`src/rtl/pipeline_hazard_ctrl.sv`:
```
// Pipeline hazard control: load-use/RAW stalls, EX operand forwarding and a multi-cycle mul/div tracker.
// Define HAZ_FORWARD_EN to forward from EX/MEM and MEM/WB; otherwise any pending register write stalls ID.
module pipeline_hazard_ctrl #(
  parameter int MULT_CYCLES = 4,
  parameter int DIV_CYCLES  = 32
) (
  input  logic       clk,
  input  logic       reset,
  input  logic [4:0] id_rs,
  input  logic [4:0] id_rt,
  input  logic       id_uses_rs,
  input  logic       id_uses_rt,
  input  logic       id_reads_hilo,
  input  logic       id_md_start,
  input  logic       id_md_div,
  input  logic [4:0] ex_rs,
  input  logic [4:0] ex_rt,
  input  logic       ex_we,
  input  logic       ex_load,
  input  logic [4:0] ex_rd,
  input  logic       mem_we,
  input  logic [4:0] mem_rd,
  input  logic       wb_we,
  input  logic [4:0] wb_rd,
  output logic       pc_le,
  output logic       ifid_le,
  output logic       cmux,
  output logic [1:0] fwd_a,
  output logic [1:0] fwd_b,
  output logic       md_busy,
  output logic       hilo_we
);

  typedef enum logic [1:0] {
    MD_IDLE = 2'b00,
    MD_BUSY = 2'b01,
    MD_DONE = 2'b10
  } md_state_t;

  localparam logic [5:0] MULT_LOAD = 6'(MULT_CYCLES - 1);
  localparam logic [5:0] DIV_LOAD  = 6'(DIV_CYCLES - 1);

  md_state_t  state;
  logic [5:0] cnt;
  logic       stall;
  logic       load_use;
  logic       raw_stall;
  logic       md_hazard;

  // Register 0 is hardwired, so a zero destination can never create a dependency.
  function automatic logic id_dep(input logic we, input logic [4:0] rd, input logic [4:0] rs,
                                  input logic uses_rs, input logic [4:0] rt, input logic uses_rt);
    return we && (rd != 5'd0) && ((uses_rs && rd == rs) || (uses_rt && rd == rt));
  endfunction

  function automatic logic src_match(input logic we, input logic [4:0] rd, input logic [4:0] src);
    return we && (rd != 5'd0) && (rd == src);
  endfunction

  assign load_use  = ex_load && id_dep(ex_we, ex_rd, id_rs, id_uses_rs, id_rt, id_uses_rt);
  assign md_hazard = md_busy && (id_reads_hilo || id_md_start);

`ifdef HAZ_FORWARD_EN
  logic unused_ok;
  assign unused_ok = ^{wb_we, wb_rd};
  assign raw_stall = load_use;

  always_comb begin
    fwd_a = 2'b00;
    fwd_b = 2'b00;
    if (!reset) begin
      if (src_match(ex_we, ex_rd, ex_rs))        fwd_a = 2'b01;
      else if (src_match(mem_we, mem_rd, ex_rs)) fwd_a = 2'b10;
      if (src_match(ex_we, ex_rd, ex_rt))        fwd_b = 2'b01;
      else if (src_match(mem_we, mem_rd, ex_rt)) fwd_b = 2'b10;
    end
  end
`else
  logic unused_ok;
  assign unused_ok = ^{ex_rs, ex_rt};
  assign fwd_a     = 2'b00;
  assign fwd_b     = 2'b00;
  // Without forwarding, ID waits until every in-flight writer has retired.
  assign raw_stall = load_use
                   || id_dep(ex_we,  ex_rd,  id_rs, id_uses_rs, id_rt, id_uses_rt)
                   || id_dep(mem_we, mem_rd, id_rs, id_uses_rs, id_rt, id_uses_rt)
                   || id_dep(wb_we,  wb_rd,  id_rs, id_uses_rs, id_rt, id_uses_rt);
`endif

  assign stall   = raw_stall || md_hazard;
  assign pc_le   = !stall;
  assign ifid_le = !stall;
  assign cmux    = !stall;

  always_ff @(posedge clk or posedge reset) begin
    if (reset) begin
      state   <= MD_IDLE;
      cnt     <= 6'd0;
      md_busy <= 1'b0;
      hilo_we <= 1'b0;
    end else begin
      case (state)
        MD_IDLE: begin
          hilo_we <= 1'b0;
          if (id_md_start && !stall) begin
            state   <= MD_BUSY;
            cnt     <= id_md_div ? DIV_LOAD : MULT_LOAD;
            md_busy <= 1'b1;
          end
        end
        MD_BUSY: begin
          if (cnt == 6'd0) begin
            state   <= MD_DONE;
            hilo_we <= 1'b1;
          end else begin
            cnt <= cnt - 6'd1;
          end
        end
        MD_DONE: begin
          state   <= MD_IDLE;
          md_busy <= 1'b0;
          hilo_we <= 1'b0;
        end
        default: begin
          state   <= MD_IDLE;
          cnt     <= 6'd0;
          md_busy <= 1'b0;
          hilo_we <= 1'b0;
        end
      endcase
    end
  end

endmodule

```
`config.mk`:
```
export PLATFORM = sky130hd
export DESIGN_NAME = pipeline_hazard_ctrl
export DESIGN_NICKNAME = d
export VERILOG_FILES = /design/src/rtl/pipeline_hazard_ctrl.sv
export SDC_FILE = /design/constraint.sdc
export NUM_CORES = 1
export LEC_CHECK = 0
export ABC_CLOCK_PERIOD_IN_PS = 2200
export BUFFER_PORTS_ARGS = -buffer_cell sky130_fd_sc_hd__buf_2
export CORE_UTILIZATION = 41
export CTS_BUF_LIST = sky130_fd_sc_hd__clkbuf_2
export CTS_CLUSTER_DIAMETER = 80
export DETAILED_ROUTE_END_ITERATION = 6
export PLACE_DENSITY = 0.88
export SLEW_MARGIN = 20
export SYNTH_ARGS = -nofsm -noshare
export SYNTH_HDL_FRONTEND = slang
export SYNTH_SLANG_ARGS = --single-unit
export TNS_END_PERCENT = 20
```
`constraint.sdc`:
```
create_clock -name clk -period 2.2 [get_ports clk]
set_clock_uncertainty 0.2 [all_clocks]
set_input_delay 0.33 -clock clk [delete_from_list [all_inputs] [get_ports clk]]
set_output_delay 0.33 -clock clk [all_outputs]
set_load 0.01 [all_outputs]
```
==> impl_metrics.ini <==
[status]
status = complete, but fails checks
failed_checks = negative setup slack

[logic_synthesis]
synth_cells = 123
synth-warning-count = 0
avgSynthCellArea_um2 = 8.209
syn_area_um2 = 1010
ys_ff_latch = 10
synthDistinctLibCells = 31
synth.yosys.seq_area_share_pct = 24.78

[global_routing]
grt_util_all_layers_pct = 24.01
antenna_found_initial = 0
grt_max_degree = 11
grt_pass1_vias = 1092
grt_pass1_wl_um = 4671
grt_overflow_total = 0

[die]
die_w_um = 51.63
dieArea_um2 = 2665
rows = 17
start_util_pct = 44.37
fp.dieH_um = 51.63
io_pins = 55
coreArea_um2 = 2276

[run]
cap_viol_max_count = 0

[drt]
wl_met3_um = 240
wl_met2_um = 1439
routedWlPerCell_um = 14.28
wl_um = 2971
antenna_left = 0
drc = 0
first_pass_iters = 4
routedLengthMet1_um = 1170
vias_per_cell = 5.553
dr.max_layer_used = met4
drt-initial-drc-count = 64
vias = 1155

[cells_and_area]
drive_gt1_share_pct = 36.11
final_core_util_pct = 62.51
area_growth_pct = 40.89
antenna_cells = 0
layout.nets = 229
fin_cells = 208

[min_path]
hp-class = primary input to register
hp-start = id_md_div

[sta]
period_needed_ns = 2.462
final_max_slew_viol_count = 0
grt_setup_unrepaired = yes
min_period_over_period_pct = 111.9
fmax_mhz = 406.2
final-setup-viol-count = 10
final.setup.worst_slack_ns = -0.2616
timing.setup.tns_ns = -1.279
hold_viol = 0

[placed_design]
placed_cells = 199
io_buffers = 39
dp_hpwl_um = 2230
routabilityCongestion = 0.9430

[worst_setup_path]
path_max_fanout = 3
crit_path_start_kind = primary input
r2r-start = cnt[2]
worstSetupEndpointType = primary output
crit_type = primary input to primary output
crit_arrival_ns = 1.93
cp_data_required_time_ns = 1.67
critPathLaunch = wb_rd[2]

[cts]
clk_latency_ns = 0.27
numClockSinks = 10
tritoncts = built
cts_made_buffers = 3
htreeDepth = 1
clk_pin_slew_ns = 0.10
clockBufferDepth = 2
root_buffer = clkbuf_2

[power_and_ir_drop]
peakVddDrop_uv = 711.5
pwr_density_cell_nw_per_um2 = 679.2
power_leakage_nw = 0.6538
-- timing repair --
| action | 4_1_cts | 5_1_grt |
|---|---|---|
| gates resized for setup | 6 | 5 |
| hold endpoints to repair | 10 | 0 |
| pin swaps | 3 | 7 |
| endpoints found under the setup margin | 3 | 10 |
| setup buffers | 2 | 2 |
| hold buffers | 1 | 0 |
-- cell families (layout without fill, tap and decap cells) --
kind of cell / after synthesis / after routing / synth area share [%]
AO/OA/AOI/OAI: 25 / 25 / 16.98
XOR/XNOR: 30 / 30 / 26.02
adder cells (fa/ha/maj): 2 / 2 / 2.478
buffers and inverters: 12 / 66 / 6.691
flip-flops: 10 / 10 / 24.78
other: 1 / 4 / 0.3714
AND/OR/NAND/NOR: 43 / 43 / 22.68
-- through the flow --
stage / setup WS, ns / hold WS [ns] / area [µm²] / power, mW
4_1_cts: -0.2272 / 0.1942 / 1386 / 0.9350
3_3_place_gp: -0.2400 / 0.1149 / 1305 / 0.7816
5_1_grt: -0.3249 / 0.2405 / 1423 / 1.045
6_report: -0.2616 / 0.2268 / 1423 / 0.9662
3_5_place_dp: -0.2548 / 0.1290 / 1305 / 0.7997
2_1_floorplan: -0.2449 / -0.02982 / 1030 / 0.6647
-- final timing paths --
kind	endpoint	slack, ns	cells after the start
worst max-delay path	ifid_le	-0.26	7
worst min-delay path	cnt[4]	0.23	4
worst max register to register	cnt[2]	0.32	5
worst min register to register	hilo_we	0.31	2
max in group asynchronous	cnt[0]	1.16	3
min in group asynchronous	state[1]	0.36	3
-- power breakdown --
group / total (mW) / switching, mW / internal, mW
Clock: 0.107 / 0.0680 / 0.0394
Sequential: 0.336 / 0.0892 / 0.247
Combinational: 0.523 / 0.262 / 0.260
Total: 0.966 / 0.420 / 0.547
-- state kept, by name (all words and copies together), names as in the netlist --
| register | count |
|---|---|
| cnt | 6 |
| hilo_we | 1 |
| md_busy | 1 |
| state | 2 |
-- metal layers --
metal	global-route usage (%)	up-vias
li1	-	545
met5	0	-
met1	27.90	525
met4	13.96	0
met2	40.26	71
met3	5.263	14
-- placed cells by master (no fill, tap or decap), types with 3 or more instances in the layout --
master	instances
dfrtp_1	10
a211o_1	4
buf_4	16
inv_1	4
nor2_1	9
o21ai_0	4
xnor2_1	30
o22ai_1	4
clkbuf_2	3
nand4_1	6
buf_2	34
a21oi_1	3
nand2_1	11
buf_6	7
conb_1	4
o21a_1	3
-- Yosys cell counts, drive strengths merged --
cell type	count	area share, %
xnor2	30	26
nand2	11	4.1
dfrtp	10	25
nor2	9	3.3
buf	6	4.5
nand4	6	3.7
a211o	4	3.5
inv	4	1.5
o21ai	4	2.0
o22ai	4	2.5
a21oi	3	1.5
o21a	3	2.2
or4	3	2.2
a31oi	2	1.2
and3	2	1.4
clkbuf	2	0.74
ha	2	2.5
nand2b	2	1.2
nand3	2	0.99
nor3	2	0.99
nor4	2	1.2
o31ai	2	1.5
a21o	1	0.74
a222oi	1	0.99
a32oi	1	0.87
and2	1	0.74
and4	1	0.99
conb	1	0.37
nand4b	1	0.87
nor4b	1	0.87
-- layout make-up --
type / count / area, µm²
repair buffers: 58 / 379.1
well taps: 28 / 35.03
inverters: 4 / 15.01
flip-flops and latches: 10 / 250.2
clock inverters: 1 / 3.754
fillers: 167 / 853.3
multi-input cells: 104 / 724.4
clock buffers: 3 / 15.01
-- worst max-delay path, cell delays in order --
cell and delay, ns:
buf_6 0.09, or4_4 0.51, o21a_1 0.19, a222oi_1 0.35
buf_4 0.18, and2_4 0.17, buf_6 0.10
Power figures use the tool's default switching activity.
